## config.mk

```make
export PLATFORM = sky130hd
export DESIGN_NAME = instruction_fetch_unit
export DESIGN_NICKNAME = d
export VERILOG_FILES = /design/src/rtl/instruction_fetch_unit.sv
export SDC_FILE = /design/constraint.sdc
export NUM_CORES = 1
export LEC_CHECK = 0
export CORE_ASPECT_RATIO = 0.9
export CORE_MARGIN = 2
export CORE_UTILIZATION = 55
export CTS_CLUSTER_DIAMETER = 50
export CTS_CLUSTER_SIZE = 40
export DETAILED_ROUTE_END_ITERATION = 8
export GPL_TIMING_DRIVEN = 0
export PLACE_DENSITY_LB_ADDON = 0.3
export REMOVE_ABC_BUFFERS = 1
export SLEW_MARGIN = 20
export SYNTH_ARGS = -nofsm -noshare
export SYNTH_HDL_FRONTEND = slang
export SYNTH_SLANG_ARGS = --single-unit
```

## constraint.sdc

```tcl
create_clock -name i_clk -period 13.1 [get_ports i_clk]
set_input_delay 2.62 -clock i_clk [delete_from_list [all_inputs] [get_ports i_clk]]
set_output_delay 2.62 -clock i_clk [all_outputs]
set_load 0.1 [all_outputs]
```

## src/rtl/instruction_fetch_unit.sv

```systemverilog
// Fetch stage: owns the PC, drives the instruction-memory req/ack handshake and feeds IF/ID.
// Optional performance counters are enabled with IFU_PERF_CNT_EN.
`timescale 1ns/1ps
module instruction_fetch_unit #(
   parameter logic [31:0] RESET_PC = 32'h0000_0000
) (
   input  logic        i_clk,
   input  logic        i_rst,
   input  logic        i_stall,
   input  logic        i_redirect,
   input  logic [31:0] i_redirect_pc,
   output logic        o_imem_req,
   output logic [31:0] o_imem_addr,
   input  logic        i_imem_ack,
   input  logic [31:0] i_imem_data,
   output logic [31:0] o_instruction_out,
   output logic [31:0] o_pc_out,
   output logic        o_fetch_valid,
`ifdef IFU_PERF_CNT_EN
   output logic [31:0] o_fetch_count,
   output logic [31:0] o_stall_count,
`endif
   output logic [1:0]  o_dbg_state
);

   typedef enum logic [1:0] {
      ST_FETCH   = 2'd0,
      ST_HOLD    = 2'd1,
      ST_DISCARD = 2'd2
   } state_t;

   state_t      r_state;
   logic [31:0] r_pc;
   logic [31:0] r_pending_pc;
   logic [31:0] r_instr;
   logic [31:0] r_pc_out;
   logic        r_valid;
   logic [31:0] r_skid_instr;
   logic [31:0] r_skid_pc;
   logic        r_skid_valid;

   logic        w_req;
   logic        w_consume;
   logic        w_slot_free;
   logic [31:0] w_pc_plus4;

   // Handshake: a request stays raised with a fixed address until the cycle
   // IMem_Ack is seen; the slot hands over at an edge where Fetch_Valid && !Stall.
   assign w_req       = (r_state == ST_FETCH) || (r_state == ST_DISCARD);
   assign w_consume   = r_valid && !i_stall;
   assign w_slot_free = !r_valid || !i_stall;
   assign w_pc_plus4  = r_pc + 32'd4;

   // Reset drops the request immediately rather than waiting for the next edge.
   assign o_imem_req        = w_req && !i_rst;
   assign o_imem_addr       = r_pc;
   assign o_instruction_out = r_instr;
   assign o_pc_out          = r_pc_out;
   assign o_fetch_valid     = r_valid;
   assign o_dbg_state       = r_state;

   always_ff @(posedge i_clk or posedge i_rst) begin
      if (i_rst) begin
         r_state      <= ST_FETCH;
         r_pc         <= RESET_PC;
         r_pending_pc <= RESET_PC;
         r_instr      <= 32'd0;
         r_pc_out     <= 32'd0;
         r_valid      <= 1'b0;
         r_skid_instr <= 32'd0;
         r_skid_pc    <= 32'd0;
         r_skid_valid <= 1'b0;
      end else if (i_redirect) begin
         r_valid      <= 1'b0;
         r_skid_valid <= 1'b0;
         if (w_req && !i_imem_ack) begin
            // The outstanding read must complete at its old address first.
            r_pending_pc <= i_redirect_pc;
            r_state      <= ST_DISCARD;
         end else begin
            r_pc    <= i_redirect_pc;
            r_state <= ST_FETCH;
         end
      end else begin
         case (r_state)
            ST_FETCH: begin
               if (i_imem_ack) begin
                  r_pc <= w_pc_plus4;
                  if (w_slot_free) begin
                     r_instr  <= i_imem_data;
                     r_pc_out <= w_pc_plus4;
                     r_valid  <= 1'b1;
                  end else begin
                     r_skid_instr <= i_imem_data;
                     r_skid_pc    <= w_pc_plus4;
                     r_skid_valid <= 1'b1;
                     r_state      <= ST_HOLD;
                  end
               end else if (w_consume) begin
                  r_valid <= 1'b0;
               end
            end
            ST_HOLD: begin
               if (w_consume) begin
                  r_instr      <= r_skid_instr;
                  r_pc_out     <= r_skid_pc;
                  r_valid      <= r_skid_valid;
                  r_skid_valid <= 1'b0;
                  r_state      <= ST_FETCH;
               end
            end
            ST_DISCARD: begin
               if (w_consume) begin
                  r_valid <= 1'b0;
               end
               if (i_imem_ack) begin
                  r_pc    <= r_pending_pc;
                  r_state <= ST_FETCH;
               end
            end
            default: begin
               r_state <= ST_FETCH;
            end
         endcase
      end
   end

`ifdef IFU_PERF_CNT_EN
   logic [31:0] r_fetch_count;
   logic [31:0] r_stall_count;

   always_ff @(posedge i_clk or posedge i_rst) begin
      if (i_rst) begin
         r_fetch_count <= 32'd0;
         r_stall_count <= 32'd0;
      end else begin
         if (w_consume) begin
            r_fetch_count <= r_fetch_count + 32'd1;
         end
         if (r_valid && i_stall) begin
            r_stall_count <= r_stall_count + 32'd1;
         end
      end
   end

   assign o_fetch_count = r_fetch_count;
   assign o_stall_count = r_stall_count;
`endif

endmodule

```

==> metrics.md, run 1 <==
| Metric | Value |
|---|---|
| Wire per inst | `18.7 um` |
| Initial antenna violation count | `0` |
| CTS resizes | `0` |
| Final setup margin | `6.04 ns` |
| DR vias | `around 7700` |
| Post-CTS setup buffers | `0` |
| Initial DRC count | `718` |
| Placement row count | `between 40 and 50` |
| Die height | `approximately 130 um` |
| CTS Hold Bufs | `0` |
| Met1 capacity usage during global routing | `roughly 37%` |
| Synth-to-Final Area Change | `27.4%` |
| Clock Tree Buf Depth | `2` |
| Post-synthesis sequential area ratio | `roughly half` |
| HP Class | `reg2reg` |
| Pre-Repair DR Iteration Count | `5` |
| DRC | `0` |
| CP Class | `in2out` |
| CTS root buf | `clkbuf_16` |
| Most frequent cell after synthesis | `dfrtp_1` |
| Worst-margin pin slew | `~1.0 ns` |
| Crit path top cell by count | `clkdlybuf4s50_1` |
| Relative slew slack | `30.2%` |
| Busiest grt layer | `met2` |
| N_diodes | `0` |
| DR vias/cell | `between 5 and 6` |
| CP Max Fanout | `2` |
| Crit. End Element | `primary output` |
| Crit share post-route | `53.9%` |
| Synth Warn # | `0` |
| Worst path required time | `about 10 ns` |
| Layout cells sized above 1 | `around an eighth` |
| Core area | `between 15000 and 20000 um^2` |
| Critical path cell sequence | `clkdlybuf4s50_1 -> nor2_1 -> clkdlybuf4s50_1` |
| Critical-path top delay cell | `clkdlybuf4s50_1` |
| Mapped cell area | `approximately 9500 um^2` |
| Dpl cell area | `11400 um^2` |
| Number of library cell types mapped by synthesis | `57` |
| Filler instances | `roughly 1300` |
| Grt ovf | `0` |
| Sink Count | `between 150 and 200` |
| Final wirelength | `approximately 24000 um` |
| Total Nets Final | `~1100` |
| Largest net degree at the start of global routing | `around 100` |
| Count of final setup violators | `0` |
| CTS tree | `yes` |
| HPWL Detailed | `~16000 um` |
| Largest area contributor in the netlist | `dfrtp_1` |
| Top post-synthesis cells by area | `dfrtp_1 52%, mux2_2 8.3%, o21ai_0 5.3%` |
| First-pass GRT wire length | `39100 um` |
| Mapped Cells | `roughly 940` |
| Worst clock skew | `0.00974 ns` |
| #FFs+latches synth | `just under 200` |
| Die W | `around 140 um` |
| Multi-input logic area | `roughly 4200 um^2` |
| Post-DRT Antenna Nets | `0` |
| Gr usage total | `a little over a quarter` |
| GRT met3 Usage | `roughly 6.6%` |
| Reg clk slew, reported paths | `0.07 ns` |
| Initial Util | `between 50% and 60%` |
| Max-slew violations | `0` |
| Sequential cell area | `just under 5000 um^2` |
| CTS Buf Count | `17` |
| Top_reg_cell synth | `dfrtp_1` |
| Avg Inst Size Synth | `just over 10 um^2` |
| Number of synthesized flops with an enable pin | `0` |
| MaxCap Viol Count | `0` |
| Delay of the slowest critical-path stage | `about 1.2 ns` |
| Skew-Pair Late Insertion Delay | `roughly 0.44 ns` |
| FFs w/ async S/R, synth | `100%` |
| Design area | `approximately 12000 um^2` |
| Outcome | `complete, no violations` |
| Minimum clock period | `7.06 ns` |
| Max H-tree Level | `4` |
| Vias in the first global route | `around 7600` |
| RSZ-0062 raised after global routing | `false` |
| Post-synth top cells | `196 x dfrtp_1, 104 x nand2_1, 100 x o21ai_0, 70 x mux2_2, 68 x nor2_1` |
| Met2 GRT Util | `a little over two fifths` |
| Fmax | `142 MHz` |
| Setup TNS | `0 ns` |
| Worst Path Arrival | `between 4 and 5 ns` |
| Post-synth top area share | `between 50% and 60%` |
| Placer congestion estimate | `~0.84` |
| Startpoint types | `primary input` |
| IO Pins | `around 170` |
| Die ar. | `18300 um^2` |
| Port Buffers | `168` |
| Endpoints failing hold | `0` |
| Post-placement worst setup slack | `6.03 ns` |
[placed cells by master (no fill, tap or decap), drive strengths merged, types with 4 or more instances in the layout]
cell type,count
nand3,23
a21oi,61
mux2,70
a211oi,11
a21o,7
and3,5
o31ai,4
o21ai,100
or3,9
inv,20
clkinv,6
ha,4
a22oi,4
mux2i,38
o21a,5
clkdlybuf4s50,167
xnor2,12
nor3,16
nor2,68
a31oi,11
dfrtp,196
buf,19
o22ai,4
xor2,9
nor4,9
nand2,104
a2bb2oi,14
o211ai,11
o22a,5
and4,4
nand4,16
o31a,4
clkbuf,19
[cell type report]
type	count	share of cell area [%]
flip-flops and latches	196	40.7
multi-input cells	654	35.2
repair buffers	186	16.1
clock buffers	19	3.68
well taps	211	2.19
clock inverters	13	1.44
inverters	17	0.592
[worst paths after layout]
path / start / to / slack, ns / cells after the start
max: i_rst / o_imem_req / 6.04 / 3
max reg2reg: o_dbg_state[0]$_DFFE_PP0P_ / o_imem_addr[12]$_DFFE_PP0P_ / 9.83 / 7
min: o_instruction_out[31]$_DFFE_PP0P_ / o_instruction_out[31]$_DFFE_PP0P_ / 0.48 / 2
min in group asynchronous: i_rst / r_pending_pc[2]$_DFFE_PP0P_ / 2.70 / 2
max in group asynchronous: i_rst / r_skid_pc[12]$_DFFE_PP0P_ / 9.42 / 3
min reg2reg: o_instruction_out[31]$_DFFE_PP0P_ / o_instruction_out[31]$_DFFE_PP0P_ / 0.48 / 2
[metrics by stage]
stage | std cells | util, % | hold WS (ns)
6_report | 1296 | 71.5 | 0.478
5_1_grt | 1296 | 71.5 | 0.496
4_1_cts | 1296 | 71.5 | 0.484
3_5_place_dp | 1264 | 67.9 | 0.469
3_3_place_gp | 1246 | 66.0 | 0.460
2_1_floorplan | 867 | - | 0.473
[kinds of logic after synthesis]
family / synth area share (%)
fa+ha+maj: 0.529
mux: 12.4
flops: 51.9
compound gates: 16.1
simple gates: 13.4
xor+xnor: 1.94
buf+inv: 3.78
[layer usage]
metal  vias to the layer above  part of all wire [%]
li1                       3632                     -
met1                      3789                    45
met2                       294                    46
met3                        30                   7.6
met4                         0                   1.5
met5                         -                     0
[registers in the layout, summed over array words and instances, names as in the netlist]
signal	cells
r_skid_instr	32
o_imem_addr	32
r_skid_pc	32
r_skid_valid	1
r_pending_pc	32
o_fetch_valid	1
o_pc_out	32
o_instruction_out	32
o_dbg_state	2
[worst max-delay path, delay by kind of cell]
kind                   cells  cell delay (ns)
buffers and inverters      2             1.66
and+or+nand+nor            1             0.15
Power of run 1 is not shown: default switching activity piles up to over one toggle a cycle in this logic, so the estimate is an artifact.
==> run 2: changes to the inputs <==
--- a/config.mk
+++ b/config.mk
@@ -7,7 +7,7 @@
 export LEC_CHECK = 0
 export CORE_ASPECT_RATIO = 0.9
 export CORE_MARGIN = 2
-export CORE_UTILIZATION = 55
+export CORE_UTILIZATION = 53
 export CTS_CLUSTER_DIAMETER = 50
 export CTS_CLUSTER_SIZE = 40
 export DETAILED_ROUTE_END_ITERATION = 8
==> constraint.sdc (replaced) <==
create_clock -name i_clk -period 6.7 [get_ports i_clk]
set_input_delay 1.34 -clock i_clk [delete_from_list [all_inputs] [get_ports i_clk]]
set_output_delay 1.34 -clock i_clk [all_outputs]
set_load 0.1 [all_outputs]
==> run 2 against run 1 <==
Setup slack got worse by 4.1 ns. Register-to-register slack worse by 7.0 ns. Sequential share of layout area grew 0.068 points. Critical path type is now reg2out.
==> metrics.md, run 2 (synthesized netlist as in run 1, its figures left out) <==
| Metric | Value |
|---|---|
| DR vias/cell | `5.85 (-2.0%)` |
| Clock Tree Buf Depth | `2 (unchanged)` |
| Startpoint types | `flop` |
| Endpoints failing hold | `0 (unchanged)` |
| CTS tree | `yes` |
| Hold Slack | `0.478 ns (+0.000895 ns)` |
| CTS root buf | `clkbuf_16` |
| Reg2reg start | `o_dbg_state[0]$_DFFE_PP0P_` |
| Initial antenna violation count | `0 (unchanged)` |
| Max-slew violations | `0 (unchanged)` |
| Port Buffers | `168 (unchanged)` |
| Hold Crit Depth | `2 (unchanged)` |
| Placement row count | `46 (+2.2%)` |
| Metal2 WL | `11300 um (+2.1%)` |
| Outcome | `complete, no violations` |
| Worst clock skew | `0.0103 ns (+0.000510 ns)` |
| Sink Count | `196 (unchanged)` |
| MaxCap Viol Count | `0 (unchanged)` |
| CP Class | `reg2out` |
| Largest net degree at the start of global routing | `104 (+0.97%)` |
| Gr usage total | `26.5% (-0.74 points)` |
| Max H-tree Level | `4 (unchanged)` |
| N_diodes | `0 (unchanged)` |
| Relative slew slack | `25.0% (-5.2 points)` |
| Total Nets Final | `1145 (unchanged)` |
| Wire per inst | `18.4 um (-1.3%)` |
| Reg clk slew, reported paths | `0.08 ns (about the same)` |
| CTS Hold Bufs | `0 (unchanged)` |
| Pre-Repair DR Iteration Count | `5 (unchanged)` |
| Crit. End Element | `primary output` |
| Top sig layer | `met4` |
| CTS resizes | `0 (unchanged)` |
| Vias in the first global route | `7449 (-1.4%)` |
| IO Pins | `169 (unchanged)` |
| Core area | `17600 um^2 (+4.3%)` |
| Worst path required time | `5.36 ns (-5.12 ns)` |
| RSZ-0062 raised after global routing | `false` |
| Final wirelength | `24400 um (+0.91%)` |
| Placer congestion estimate | `0.851 (+1.4%)` |
| Worst r2r path cells | `7 (unchanged)` |
| HP Start | `o_instruction_out[15]$_DFFE_PP0P_` |
| Crit Reg-Reg Endpoint | `o_imem_addr[12]$_DFFE_PP0P_` |
| DRC | `0 (unchanged)` |
| Layout cells sized above 1 | `12.8% (unchanged)` |
| Commonest non-fill, non-tap cells in the layout | `196 x dfrtp_1, 167 x clkdlybuf4s50_1, 103 x nand2_1` |
| Die W | `145 um (+1.8%)` |
| Crit share post-route | `slightly above 70%` |
| CP Max Fanout | `26 (+24)` |
| Hold Path End | `o_instruction_out[15]$_DFFE_PP0P_` |
| Worst-margin pin slew | `1.13 ns (+0.0812 ns)` |
| Commonest non-fill, non-tap cell in the layout | `dfrtp_1` |
| Initial DRC count | `598 (-17%)` |
| Post-DRT Antenna Nets | `0 (unchanged)` |
| First-pass GRT wire length | `39000 um (-0.18%)` |
| Grt ovf | `0 (unchanged)` |
| HPWL Detailed | `16100 um (+1.3%)` |
| Met3 wire length | `2000 um (+7.8%)` |
| Post-CTS setup buffers | `0 (unchanged)` |
| Worst Path Arrival | `3.43 ns (-1.01 ns)` |
| Die ar. | `18900 um^2 (+3.7%)` |
| HP Class | `reg2reg` |
| Synth-to-Final Area Change | `27.1%` |
| Skew-Pair Late Insertion Delay | `0.44 ns (about the same)` |
| Die height | `131 um (+1.8%)` |
| CTS Buf Count | `17 (unchanged)` |
| Count of final setup violators | `0 (unchanged)` |
| DR vias | `7756 (+0.14%)` |
| M1 WL | `10800 um (-1.2%)` |
| Initial Util | `53.9% (-2.3 points)` |
| Fmax | `around 210 MHz` |
| Minimum clock period | `between 4 and 5 ns` |
| Reg2Reg Setup Slack | `2.88 ns (-6.95 ns)` |
## run 2: changes by cell type in the layout (fill, tap and decap cells not counted)
cell        previous run  this run
buf_12                 2         1
buf_16                 4         5
buf_6                  3         4
buf_8                  2         1
bufinv_16              3         0
clkbuf_1               1         0
clkinv_2               2         1
clkinvlp_4             1         3
ha_1                   2         3
ha_2                   1         0
inv_6                  2         5
## run 2: area by class of cell
cell class / count / area, um^2
clock buffer: 18 / 439
clock inverter: 14 / 120
inverter: 17 / 71.3
fill: 1353 / 5530
tap: 240 / 300
sequential: 196 / 4900
timing repair buffer: 186 / 1950
multi-input combinational: 654 / 4240
## run 2: how the worst max path moves through the flow
stage                                         to                  startpoint  cells past startpoint
floorplan            r_skid_instr[0]$_DFFE_PP0P_                     i_stall                      3
global placement    r_skid_instr[12]$_DFFE_PP0P_                  i_redirect                      3
detailed placement                    o_imem_req                       i_rst                      3
CTS                                   o_imem_req  o_dbg_state[0]$_DFFE_PP0P_                      5
global route                          o_imem_req  o_dbg_state[0]$_DFFE_PP0P_                      5
finish                                o_imem_req  o_dbg_state[0]$_DFFE_PP0P_                      5
## run 2: critical path: stages, from the launching register on
cell	delay (ns)
dfrtp_1	0.48
inv_1	0.21
ha_1	0.94
nor2_1	0.09
nor2_1	0.13
clkdlybuf4s50_1	1.14
## run 2: layer usage
metal	track usage, %	up-vias
met5	0	-
met4	7.25	0
met3	6.96	30
met2	42.0	292
met1	36.4	3786
li1	-	3648
## run 2: through the flow
step	instance area, um^2	setup WS, ns	TNS (ns)	utilization, %	cells
after floorplan	9160	-0.795	-40.94	-	867
after global placement	11100	-5.77	-1051.61	63.5	1275
after detailed placement	11500	2.23	0	65.3	1293
after CTS	12000	1.95	0	68.5	1325
after global routing	12000	1.82	0	68.5	1325
final	12000	1.93	0	68.5	1325
Power of run 2 is left out for the same reason.
==> run 3: changes to the inputs <==
--- a/config.mk
+++ b/config.mk
@@ -7,7 +7,7 @@
 export LEC_CHECK = 0
 export CORE_ASPECT_RATIO = 0.9
 export CORE_MARGIN = 2
-export CORE_UTILIZATION = 53
+export CORE_UTILIZATION = 48
 export CTS_CLUSTER_DIAMETER = 50
 export CTS_CLUSTER_SIZE = 40
 export DETAILED_ROUTE_END_ITERATION = 8
==> constraint.sdc (replaced) <==
create_clock -name i_clk -period 3.9 [get_ports i_clk]
set_input_delay 0.78 -clock i_clk [delete_from_list [all_inputs] [get_ports i_clk]]
set_output_delay 0.78 -clock i_clk [all_outputs]
set_load 0.1 [all_outputs]
==> run 3 against run 2 <==
Flip-flop and latch count unchanged. Design area increased by 0.54%. Cell count increased by 0.68%. Setup slack got worse by 1.5 ns. Non-clock buffer count is 1 higher.
==> metrics.md, run 3 (synthesized netlist as in run 1, its figures left out) <==
| Metric | Value |
|---|---|
| DR vias/cell | `5.79 (-1.0%)` |
| Synth-to-Final Area Change | `27.8%` |
| Die W | `152 um (+4.9%)` |
| CP Max Fanout | `26 (unchanged)` |
| Reg2reg start | `o_dbg_state[0]$_DFFE_PP0P_` |
| Dpl cell area | `11500 um^2 (+0.36%)` |
| CTS tree | `yes` |
| Cell Count, Final, Fillers Out | `1334 (+0.68%)` |
| Vias in the first global route | `7394 (-0.74%)` |
| Fmax | `290 MHz` |
| HP Start | `o_pc_out[13]$_DFFE_PP0P_` |
| Largest net degree at the start of global routing | `92 (-12%)` |
| Worst Path Arrival | `2.66 ns (-0.77 ns)` |
| Final wirelength | `24600 um (+0.83%)` |
| Placement row count | `48 (+4.3%)` |
| Port Buffers | `168 (unchanged)` |
| IO Pins | `169 (unchanged)` |
| Die ar. | `20800 um^2 (+10%)` |
| MaxCap Viol Count | `0 (unchanged)` |
| Startpoint types | `flop` |
| Placed insts | `1304 (+0.85%)` |
| Crit. End Element | `primary output` |
| Hold Path End | `o_pc_out[13]$_DFFE_PP0P_` |
| Post-placement worst setup slack | `0.185 ns (-2.05 ns)` |
| Post-DRT Antenna Nets | `0 (unchanged)` |
| Crit share post-route | `about 88%` |
| First-pass GRT wire length | `40000 um (+2.5%)` |
| Outcome | `complete, no violations` |
| Initial Util | `49.1% (-4.8 points)` |
| CP Class | `reg2out` |
| Max H-tree Level | `4 (unchanged)` |
| Layout cells sized above 1 | `12.7% (-0.080 points)` |
| Count of final setup violators | `0 (unchanged)` |
| Max-slew violations | `0 (unchanged)` |
| Clock Tree Buf Depth | `2 (unchanged)` |
| Crit Reg-Reg Endpoint | `o_imem_addr[22]$_DFFE_PP0P_` |
| Initial DRC count | `476 (-20%)` |
| Worst-margin pin slew | `1.07 ns (-0.0536 ns)` |
| Grt ovf | `0 (unchanged)` |
| CTS root buf | `clkbuf_16` |
| Initial antenna violation count | `1 (+1)` |
| Wire per inst | `18.5 um (+0.15%)` |
| Endpoints failing hold | `0 (unchanged)` |
| DR vias | `7728 (-0.36%)` |
| Commonest non-fill, non-tap cells in the layout | `196 x dfrtp_1, 166 x clkdlybuf4s50_1, 103 x nand2_1` |
| Placer congestion estimate | `0.853 (+0.21%)` |
| Total Nets Final | `1146 (+0.087%)` |
| Skew-Pair Late Insertion Delay | `0.44 ns (about the same)` |
| Reg2Reg Setup Slack | `0.62 ns (-2.26 ns)` |
| N_diodes | `0 (unchanged)` |
| Worst path required time | `3.12 ns (-2.24 ns)` |
| Worst clock skew | `0.0120 ns (+0.00179 ns)` |
| Sink Count | `196 (unchanged)` |
| Core area | `19300 um^2 (+9.8%)` |
| Reg clk slew, reported paths | `0.07 ns (about the same)` |
| Worst r2r path cells | `6 (-1)` |
| Design area | `12100 um^2 (+0.54%)` |
| Relative slew slack | `28.5% (+3.5 points)` |
| DRC | `0 (unchanged)` |
| HPWL Detailed | `16300 um (+1.5%)` |
| Final setup margin | `0.457 ns (-1.47 ns)` |
| Hold Crit Depth | `1 (-1)` |
| Pre-Repair DR Iteration Count | `4 (-1)` |
| Commonest non-fill, non-tap cell in the layout | `dfrtp_1` |
| HP Class | `reg2reg` |
| CTS Buf Count | `17 (unchanged)` |
| Gr usage total | `24.1% (-2.4 points)` |
| RSZ-0062 raised after global routing | `false` |
| Die height | `137 um (+4.9%)` |
| CTS Hold Bufs | `0 (unchanged)` |
| Minimum clock period | `about 3.4 ns` |
## run 3: how the worst max path moves through the flow
stage          slack, ns                        from                      endpoint  cells past startpoint
6_report            0.46  o_dbg_state[0]$_DFFE_PP0P_                    o_imem_req                      5
4_1_cts             0.05  o_dbg_state[0]$_DFFE_PP0P_                    o_imem_req                      5
3_3_place_gp       -8.33                  i_redirect  r_skid_instr[18]$_DFFE_PP0P_                      3
2_1_floorplan      -3.53  o_dbg_state[0]$_DFFE_PP0P_   r_skid_instr[0]$_DFFE_PP0P_                      5
5_1_grt             0.32  o_dbg_state[0]$_DFFE_PP0P_                    o_imem_req                      5
3_5_place_dp        0.19  o_dbg_state[0]$_DFFE_PP0P_   o_imem_addr[12]$_DFFE_PP0P_                      7
## run 3: metrics by stage
| step | setup TNS [ns] | utilization [%] | hold WS (ns) |
|---|---|---|---|
| after floorplan | -819.51 | - | 0.473 |
| after global placement | -1944.55 | 57.9 | 0.459 |
| after detailed placement | 0 | 59.7 | 0.465 |
| after CTS | 0 | 62.7 | 0.482 |
| after global routing | 0 | 62.7 | 0.501 |
| final | 0 | 62.7 | 0.477 |
## run 3: critical path: stages, from the launching register on
cell and delay, ns:
dfrtp_1 0.47, inv_1 0.20, ha_2 0.61, nor2_1 0.10
nor2_1 0.10, dlymetal6s2s_1 0.74
## run 3: layout make-up
type / instances / area [um^2]
flip-flops and latches: 196 / 4900
clock buffers: 18 / 429
repair buffers: 187 / 1970
well taps: 250 / 313
multi-input cells: 654 / 4250
clock inverters: 12 / 154
inverters: 17 / 71.3
fillers: 1592 / 7190
## run 3: layer usage
layer / vias to the layer above / part of all wire, % / global-route usage [%] / wire [um]
met5: - / 0.069 / 0 / 17
met4: 2 / 2.1 / 8.93 / 506
met3: 37 / 7.4 / 6.21 / 1830
met2: 271 / 45 / 36.7 / 11000
met1: 3778 / 46 / 33.5 / 11300
li1: 3640 / - / - / -
## run 3: timing repair
item	in CTS	in global routing
buffers inserted	0	0
setup endpoints to repair	1	1
resized for setup	1	1
Power of run 3 is left out for the same reason.
